<file path="src/rtl/elastic_pipeline.sv">
// Elastic valid/ready delay line of STAGES registers; empty stages always advance (bubbles collapse).
// Latency STAGES-1 edges from accept to out_valid when unstalled; in_ready drops only when every stage is full and out_ready is low.
module elastic_pipeline #(
    parameter  int WIDTH  = 16,
    parameter  int STAGES = 2,
    localparam int CW     = $clog2(STAGES + 1)
) (
    input  logic             clk_in,
    input  logic             rst_n_in,
    input  logic             flush_in,
    input  logic             in_valid,
    output logic             in_ready,
    input  logic [WIDTH-1:0] data_in,
    output logic             out_valid,
    input  logic             out_ready,
    output logic [WIDTH-1:0] data_out,
    output logic [CW-1:0]    count_out
);

    if (STAGES < 1) begin : g_bad_stages
        $error("elastic_pipeline: STAGES must be at least 1");
    end

    logic [STAGES-1:0] vld_q;
    logic [STAGES-1:0] vld_d;
    logic [STAGES-1:0] vld_src;
    logic [STAGES-1:0] rdy;
    logic [WIDTH-1:0]  dat_q   [STAGES];
    logic [WIDTH-1:0]  dat_d   [STAGES];
    logic [WIDTH-1:0]  dat_src [STAGES];
    logic [CW-1:0]     count_q;
    logic [CW-1:0]     count_d;
    logic              full_run;
    logic              in_fire;
    logic              out_fire;

    // A stage can load unless it and every stage after it is full while the consumer stalls.
    always_comb begin
        full_run = 1'b1;
        rdy      = '0;
        for (int i = STAGES - 1; i >= 0; i--) begin
            full_run = full_run & vld_q[i];
            rdy[i]   = out_ready | !full_run;
        end
    end

    assign in_ready  = rdy[0] & !flush_in & rst_n_in;
    assign out_valid = vld_q[STAGES-1] & !flush_in;
    assign data_out  = dat_q[STAGES-1];
    assign count_out = count_q;
    assign in_fire   = in_valid & in_ready;
    assign out_fire  = out_valid & out_ready;

    always_comb begin
        vld_src    = (vld_q << 1) | STAGES'(in_valid);
        dat_src[0] = data_in;
        for (int i = 1; i < STAGES; i++) begin
            dat_src[i] = dat_q[i-1];
        end
        for (int i = 0; i < STAGES; i++) begin
            vld_d[i] = rdy[i] ? vld_src[i] : vld_q[i];
            dat_d[i] = rdy[i] ? dat_src[i] : dat_q[i];
        end
        count_d = count_q + CW'(in_fire) - CW'(out_fire);
        // Flush drops occupancy only; payload registers may keep stale data.
        if (flush_in) begin
            vld_d   = '0;
            count_d = '0;
        end
    end

    always_ff @(posedge clk_in or negedge rst_n_in) begin
        if (!rst_n_in) begin
            vld_q   <= '0;
            count_q <= '0;
            for (int i = 0; i < STAGES; i++) begin
                dat_q[i] <= '0;
            end
        end else begin
            vld_q   <= vld_d;
            count_q <= count_d;
            dat_q   <= dat_d;
        end
    end

endmodule

</file>
<file path="config.mk">
export PLATFORM = sky130hd
export DESIGN_NAME = elastic_pipeline
export DESIGN_NICKNAME = d
export VERILOG_FILES = /design/src/rtl/elastic_pipeline.sv
export SDC_FILE = /design/constraint.sdc
export NUM_CORES = 1
export LEC_CHECK = 0
export ABC_AREA = 1
export CORE_ASPECT_RATIO = 1.25
export CORE_MARGIN = 2
export CORE_UTILIZATION = 45
export DETAILED_ROUTE_END_ITERATION = 8
export PLACE_DENSITY = 0.73
export RECOVER_POWER = 100
export SLEW_MARGIN = 20
export SYNTH_ARGS = -nofsm -noshare
export SYNTH_HDL_FRONTEND = slang
export SYNTH_SLANG_ARGS = --single-unit
</file>
<file path="constraint.sdc">
create_clock -name clk_in -period 2 [get_ports clk_in]
set_input_delay 0.4 -clock clk_in [delete_from_list [all_inputs] [get_ports clk_in]]
set_output_delay 0.4 -clock clk_in [all_outputs]
set_load 0.005 [all_outputs]
</file>
After elaboration in Yosys (flattened, before gate mapping)
Index checks and enable logic that the tools add are counted.
{"block": "word_totals", "out_inout_bits": 20, "reg_bits": 36, "input_bits": 21}
{"block": "op_classes", "n_bitwise": 9, "mux": 4, "n_reduce_logical": 5, "addsub": 2}
{"op": "bitwise AND 1 bit", "count": 6}
{"op": "2-to-1 mux 2 bit", "count": 2}
{"op": "nonzero test 2 bit", "count": 2}
{"op": "zero test 1 bit", "count": 3}
{"op": "adder 2 x 1 -> 2 bit", "count": 1}
{"op": "2-to-1 mux 1 bit", "count": 2}
{"op": "OR 1 bit", "count": 2}
{"op": "OR 2 x 1 -> 2 bit", "count": 1}
{"op": "subtractor 2 x 1 -> 2 bit", "count": 1}

Logic depth before layout (Yosys ltp)
Gate-level depths: netlist (run 1).
{"block": "depth", "ltp_word": 9, "depth_mapped": 11, "mapped_depth_nobuf": 11}

Least setup slack after synthesis (run 1)
No wires, ideal clock.
{"block": "synth_timing", "path_type": "input -> register", "from": "input out_ready", "to": "register count_q[1] (netlist: count_out[1])", "n_path_buf": 0, "path_stages": 10, "path_slack_ns": 0.454, "arrival_ns": 1.427, "path_cell_list": "inv_2 > nand3_2 > nand2_1 > nor2_1 > nand2_1 > ha_1 > inv_1 > ha_1 > a21oi_1 > nor2_1"}
{"block": "synth_between", "elab_chain_cells": 7}
{"element": "start: declaration", "line": "15", "rtl": "input logic out_ready,"}
{"element": "OR 1 bit", "line": "43", "rtl": "rdy[i] = out_ready | !full_run;"}
{"element": "bitwise AND 1 bit (2 in series)", "line": "47", "rtl": "assign in_ready = rdy[0] & !flush_in & rst_n_in;"}
{"element": "via in_ready", "line": "12", "rtl": "output logic in_ready,"}
{"element": "bitwise AND 1 bit", "line": "51", "rtl": "assign in_fire = in_valid & in_ready;"}
{"element": "adder 2 x 1 -> 2 bit", "line": "64", "rtl": "count_d = count_q + CW'(in_fire) - CW'(out_fire);"}
{"element": "subtractor 2 x 1 -> 2 bit", "line": "64"}
{"element": "2-to-1 mux 2 bit", "line": "66", "rtl": "if (flush_in) begin"}
{"element": "via count_d[1]", "line": "32", "rtl": "logic [CW-1:0] count_d;"}
{"element": "end signal: assignment", "line": "81", "rtl": "count_q <= count_d;"}
{"element": "end: declaration", "line": "31", "rtl": "logic [CW-1:0] count_q;"}
The timed path passes the listed nets, and every way through them passes these cells.
A chain may end at the register's enable or synchronous reset.

Worst setup path in the final report (run 1)
{"block": "layout_timing", "from": "input flush_in", "to": "output out_valid"}
{"block": "layout_between", "elab_chain_cells": 2}
{"element": "start: declaration", "line": "10", "rtl": "input logic flush_in,"}
{"element": "zero test 1 bit", "line": "48", "rtl": "assign out_valid = vld_q[STAGES-1] & !flush_in;"}
{"element": "bitwise AND 1 bit", "line": "48"}
{"element": "end: declaration", "line": "14", "rtl": "output logic out_valid,"}
Every way passes these cells.

==> results of run 1 <==
[cells in the mapped netlist]
master	count	area, sq um
nand3_1	1	5.000
o21ai_1	8	40.04
dfrtp_1	36	900.9
buf_6	2	22.52
inv_1	22	82.58
nand2_1	23	86.33
ha_1	2	25.02
nor3_1	1	5.000
inv_2	1	3.750
buf_2	4	20.02
nor2_1	20	75.07
nand2_2	1	6.260
o21ai_2	10	87.58
nand3_2	1	10.01
buf_4	16	120.1
a21oi_1	17	85.08
[worst max-delay path by stage]
stage                         start      endpoint  slack (ns)
after floorplan           out_ready  count_out[1]        0.45
after global placement    out_ready      in_ready       -0.03
after detailed placement  out_ready      in_ready       -0.06
after CTS                  flush_in     out_valid        0.06
after global routing      out_ready      in_ready        0.01
final                      flush_in     out_valid        0.07
[timing repair]
| item | 4_1_cts | 5_1_grt |
|---|---|---|
| hold buffers | 0 | 0 |
| setup endpoints to repair | 1 | 0 |
| gates resized for setup | 1 | 0 |
[sequential cells by signal, indices dropped and copies added, names as in the netlist]
register   cells
count_out      2
dat_q         16
data_out      16
vld_q          2
[cell families after synthesis]
kind of cell | Yosys count | share of synthesized area (%)
simple gates | 47 | 11.91
buf+inv | 45 | 15.81
compound gates | 35 | 13.50
fa+ha+maj | 2 | 1.588
flops | 36 | 57.19
[worst register-to-register path: cells and delay by family, from the launching register on]
family          cells  cell delay (ns)
fa+ha+maj           2             0.45
simple gates        5             0.42
flops               1             0.40
compound gates      1             0.12
buf+inv             1             0.04
[cell type report]
class                      instances  area [sq um]  area share [%]
clock buffer                       7         96.34           4.939
inverter                          23         86.33           4.426
multi-input combinational         84         380.4           19.50
sequential                        36         900.9           46.18
tap                               39         48.80           2.502
timing repair buffer              45         437.9           22.45
[metal layers]
| metal | share of wire (%) | up-vias | GRT usage (%) |
|---|---|---|---|
| li1 | - | 554 | - |
| met1 | 42 | 532 | 19.08 |
| met2 | 52 | 41 | 29.25 |
| met3 | 5.8 | 0 | 5.556 |
| met4 | 0 | 0 | 3.876 |
| met5 | 0 | - | 0 |
[metrics by stage]
stage | hold slack (ns) | power, mW | std cells | TNS [ns]
2_1_floorplan | 0.1044 | 0.9268 | 165 | 0
3_3_place_gp | 0.4859 | 1.022 | 227 | -0.03290
3_5_place_dp | 0.5035 | 1.035 | 227 | -0.07288
4_1_cts | 0.2109 | 1.578 | 234 | 0
5_1_grt | 0.5065 | 1.611 | 234 | 0
6_report | 0.4289 | 1.525 | 234 | 0
[power groups by stage]
stage	clock network, mW	logic, mW	registers (mW)
final	0.535	0.188	0.801
after global routing	0.591	0.212	0.807
after CTS	0.557	0.218	0.803
after detailed placement	0	0.218	0.817
after global placement	0	0.208	0.814
after floorplan	0	0.116	0.811
==> impl_metrics.csv, run 1 <==
group,metric,value,unit
setup_path,critPathTopFamily,"buffers and inverters",
routing,post_drt_wl_per_cell,12.29,um
setup_path,worst_setup_path_start_kind,"input port",
floorplan,rows,24,
sta,rsz0062_at_grt,"no",
cells_and_area,final_util,56.98,%
routing,drc_errors,0,
logic_synthesis,syn_area,1575,sq um
flow_run,drv_cap,0,
setup_path,path_max_fanout,5,
setup_path,critPathMaxStageDelay,0.51,ns
logic_synthesis,syn-num-nets,188,
setup_path,worst_ep_required_time,1.60,ns
logic_synthesis,syn_area_per_cell,9.547,sq um
sta,finalWorstSetupSlack,0.07067,ns
clock_tree,insertion_delay,0.28,ns
sta,setup_viol,0,
logic_synthesis,yosysSeqAreaShare,57.19,%
sta,fin_skew,0.004679,ns
place,postPlaceCellArea,1907,sq um
cells_and_area,fill_cells,346,
grt,grt_max_degree,37,
place,gp_congestion,0.7319,
run_status,run_status,"finished clean",
cells_and_area,fin_nets,218,
setup_path,rrSetupSlack,0.46,ns
setup_path,rr_worst_depth,9,
cells_and_area,areaGrowthSynthToFinish,23.83,%
place,pre_cts_slack,-0.06263,ns
power_and_ir_drop,sw_frac_of_total,21.93,%
routing,ant_nets,0,
clock_tree,tritoncts,"yes",
setup_path,cp_common_cell,"clkdlybuf4s50_1",
cells_and_area,mostFrequentLayoutCells,"36 x dfrtp_1, 24 x nand2_1, 23 x inv_1, 20 x nor2_1",
clock_tree,clk_path_buf_depth,2,
logic_synthesis,yosys_warnings,0,
cells_and_area,drive_above_1_share,6.154,%
floorplan,initial_core_util,46.02,%
logic_synthesis,synth-seq-cells,36,
routing,vias,1127,
clock_tree,postCtsSetupBuffers,0,
setup_path,end_kind,"output port",
place,port_buffers,40,
sta,fmax,518.3,MHz
setup_path,rr_startpoint,"vld_q[1]",
routing,drtIter0Drc,52,
power_and_ir_drop,clockPowerShare,35.1,%
grt,grt_overflow,0,
power_and_ir_drop,peakVddDrop,0.0005399,V
setup_path,worst-path-buf-inv,2,
power_and_ir_drop,pwr-share-seq,52.5,%
grt,grt_pass1_wl,5.195,mm
setup_path,path_cells,"clkdlybuf4s50_1, nor2_1, clkdlybuf4s50_1",
sta,period_needed,1.929,ns
setup_path,path_depth,3,
power_and_ir_drop,switchingPower,0.3344,mW
sta,tightestPinTransition,0.8594,ns
setup_path,worstSetupPathType,"input port to output port",
clock_tree,clock-root-buffer,"clkbuf_8",
clock_tree,path_clk_slew,0.07,ns
sta,drv_slew,0,
clock_tree,cts_buffers,5,
setup_path,r2r-end,"count_out[1]",
clock_tree,clkSinkCount,36,
power_and_ir_drop,power.internal,1.190,mW
cells_and_area,final_cell_area,1951,sq um
power_and_ir_drop,leakagePower,0.9726,nW
setup_path,slowest_stage,"clkdlybuf4s50_1",
routing,dr.pass1.iters,4,
setup_path,cp.arrival,1.53,ns
worst_hold_path,min_path_type,"input port to asynchronous set/reset pin",
floorplan,die_w,56.92,um
routing,viasPerCell,4.816,
power_and_ir_drop,combPwrFrac,12.3,%
routing,totalWireLength,2.877,mm
floorplan,io_pins,41,
grt,antenna_found_initial,0,
logic_synthesis,synthCells,165,
floorplan,fp.dieH,70.15,um
cells_and_area,layout_commonest_cell,"dfrtp_1",
logic_synthesis,synth_cell_types,16,
grt,grt_pass1_vias,1236,
grt,grt_use_total,16.54,%
sta,slew_headroom,42.71,%
floorplan,die_area,3993,sq um
cells_and_area,n_antenna_cell,0,
sta,min_period_over_period,96.47,%
clock_tree,cts_max_level,2,
floorplan,core_area,3423,sq um
power_and_ir_drop,p_per_area,781.6,nW/um^2
place,dp_hpwl,2.121,mm
sta,final_hold_viol_count,0,
No activity file was read; power rests on OpenSTA's default activity.
==> inputs of run 2 (changes only) <==
--- a/config.mk
+++ b/config.mk
@@ -10,6 +10,7 @@
 export CORE_MARGIN = 2
 export CORE_UTILIZATION = 45
 export DETAILED_ROUTE_END_ITERATION = 8
+export HOLD_SLACK_MARGIN = 0.1
 export PLACE_DENSITY = 0.73
 export RECOVER_POWER = 100
 export SLEW_MARGIN = 20
==> results of run 2 <==
Same layout as run 1: the final DEF is identical, and so are final timing and power.
==> inputs of run 3 (changes only) <==
--- a/config.mk
+++ b/config.mk
@@ -13,7 +13,7 @@
 export HOLD_SLACK_MARGIN = 0.1
 export PLACE_DENSITY = 0.73
 export RECOVER_POWER = 100
-export SLEW_MARGIN = 20
+export REMOVE_ABC_BUFFERS = 1
 export SYNTH_ARGS = -nofsm -noshare
 export SYNTH_HDL_FRONTEND = slang
 export SYNTH_SLANG_ARGS = --single-unit
==> impl_metrics.csv, run 3 (synthesized netlist as in run 1, its figures left out) <==
group,metric,value,unit
routing,ant_nets,0,
clock_tree,clk_path_buf_depth,2,
floorplan,rows,24,
run_status,run_status,"finished clean",
sta,tightestPinTransition,0.8557,ns
place,gp_congestion,0.7883,
sta,slew_headroom,42.95,%
sta,min_period_over_period,88.85,%
routing,totalWireLength,2.837,mm
routing,route.met2.wl,1.357,mm
power_and_ir_drop,peakVddDrop,0.0006059,V
power_and_ir_drop,p_per_area,775.4,nW/um^2
routing,post_drt_wl_per_cell,12.07,um
power_and_ir_drop,leakagePower,0.9702,nW
setup_path,end_kind,"output port",
routing,drtIter0Drc,22,
cells_and_area,areaGrowthSynthToFinish,22.56,%
sta,fmax,562.7,MHz
clock_tree,tritoncts,"yes",
floorplan,core_area,3423,sq um
sta,drv_slew,0,
grt,grt_pass1_wl,4.961,mm
place,dp_hpwl,2.010,mm
place,port_buffers,40,
clock_tree,clock-root-buffer,"clkbuf_8",
routing,top_layer_used,"met4",
sta,rsz0062_at_grt,"no",
setup_path,path_max_fanout,2,
grt,grt_pass1_vias,1122,
routing,drc_errors,0,
setup_path,worstSetupPathType,"input port to output port",
grt,grt_max_degree,37,
sta,fin_skew,0.002678,ns
setup_path,cp.arrival,1.38,ns
worst_hold_path,min_path_type,"input port to flip-flop",
floorplan,fp.dieH,70.15,um
flow_run,drv_cap,0,
routing,viasPerCell,4.745,
grt,grt_use_total,16.39,%
sta,final_hold_viol_count,0,
clock_tree,cts_buffers,5,
clock_tree,insertion_delay,0.28,ns
sta,finalWorstSetupSlack,0.2229,ns
routing,wl_met3,130,um
setup_path,worst_setup_path_start_kind,"input port",
floorplan,die_area,3993,sq um
floorplan,die_w,56.92,um
grt,antenna_found_initial,0,
sta,setup_viol,0,
cells_and_area,fin_nets,218,
place,pre_cts_slack,-0.03889,ns
place,postPlaceCellArea,1907,sq um
routing,vias,1115,
cells_and_area,mostFrequentLayoutCells,"36 x dfrtp_1, 23 x inv_1, 23 x nand2_1, 20 x nor2_1, 19 x dlygate4sd3_1",
floorplan,io_pins,41,
cells_and_area,final_cell_area,1931,sq um
routing,drt-met1-wl,1.243,mm
routing,dr.pass1.iters,4,
cells_and_area,drive_above_1_share,5.612,%
clock_tree,path_clk_slew,0.07,ns
clock_tree,cts_max_level,2,
floorplan,initial_core_util,46.02,%
clock_tree,clkSinkCount,36,
sta,period_needed,1.777,ns
grt,grt_overflow,0,
cells_and_area,n_antenna_cell,0,
setup_path,worst_ep_required_time,1.60,ns
clock_tree,postCtsHoldBufs,0,
cells_and_area,layout_commonest_cell,"dfrtp_1",
-- run 3: stage by stage --
step                      TNS (ns)  utilization (%)  instances  hold slack (ns)  total power [mW]
after floorplan                  0                -        143           0.1044            0.8866
after global placement    -0.02933            55.70        227           0.4901             1.023
after detailed placement  -0.03889            55.70        227           0.5071             1.034
after CTS                        0            58.30        235           0.2059             1.556
final                            0            56.40        235           0.3912             1.497
after global routing             0            56.40        235           0.4211             1.583
-- run 3: cell type report --
| cell class | instances | area (sq um) |
|---|---|---|
| tap | 39 | 48.80 |
| sequential | 36 | 900.9 |
| clock buffer | 8 | 90.09 |
| multi-input combinational | 84 | 382.9 |
| inverter | 23 | 86.33 |
| timing repair buffer | 45 | 421.7 |
| fill | 329 | 1493 |
-- run 3: what timing repair did --
item                       in CTS  in global routing
gates resized for setup         1                  1
pin swaps                       0                  0
setup buffers                   0                  0
setup endpoints to repair       1                  1
-- run 3: critical path: stages --
cell,delay [ns]
clkdlybuf4s50_1,0.45
inv_1,0.05
nand3_1,0.07
nand2_1,0.05
nor2_1,0.11
dlygate4sd2_1,0.24
-- run 3: power by group --
part	total (mW)	switching (mW)	leakage (nW)	internal, mW
registers	0.802	0.0219	0.425	0.780
clock network	0.512	0.232	0.0455	0.280
logic	0.184	0.0821	0.499	0.101
total	1.50	0.335	0.970	1.16
-- run 3: per-layer routing --
layer	GRT usage [%]	vias up
li1	-	556
met1	18.20	524
met2	27.08	28
met3	4.815	7
met4	10.08	0
met5	0	-
-- run 3: final timing paths --
| kind | end | cells past startpoint | slack (ns) | startpoint |
|---|---|---|---|---|
| max | in_ready | 6 | 0.22 | out_ready |
| max reg2reg | count_out[1] | 9 | 0.49 | vld_q[1] |
| min in group asynchronous | dat_q[27] | 2 | 0.40 | rst_n_in |
| min reg2reg | vld_q[1] | 2 | 0.50 | vld_q[0] |
| min | count_out[0] | 2 | 0.39 | flush_in |
| max in group asynchronous | data_out[12] | 2 | 1.07 | rst_n_in |
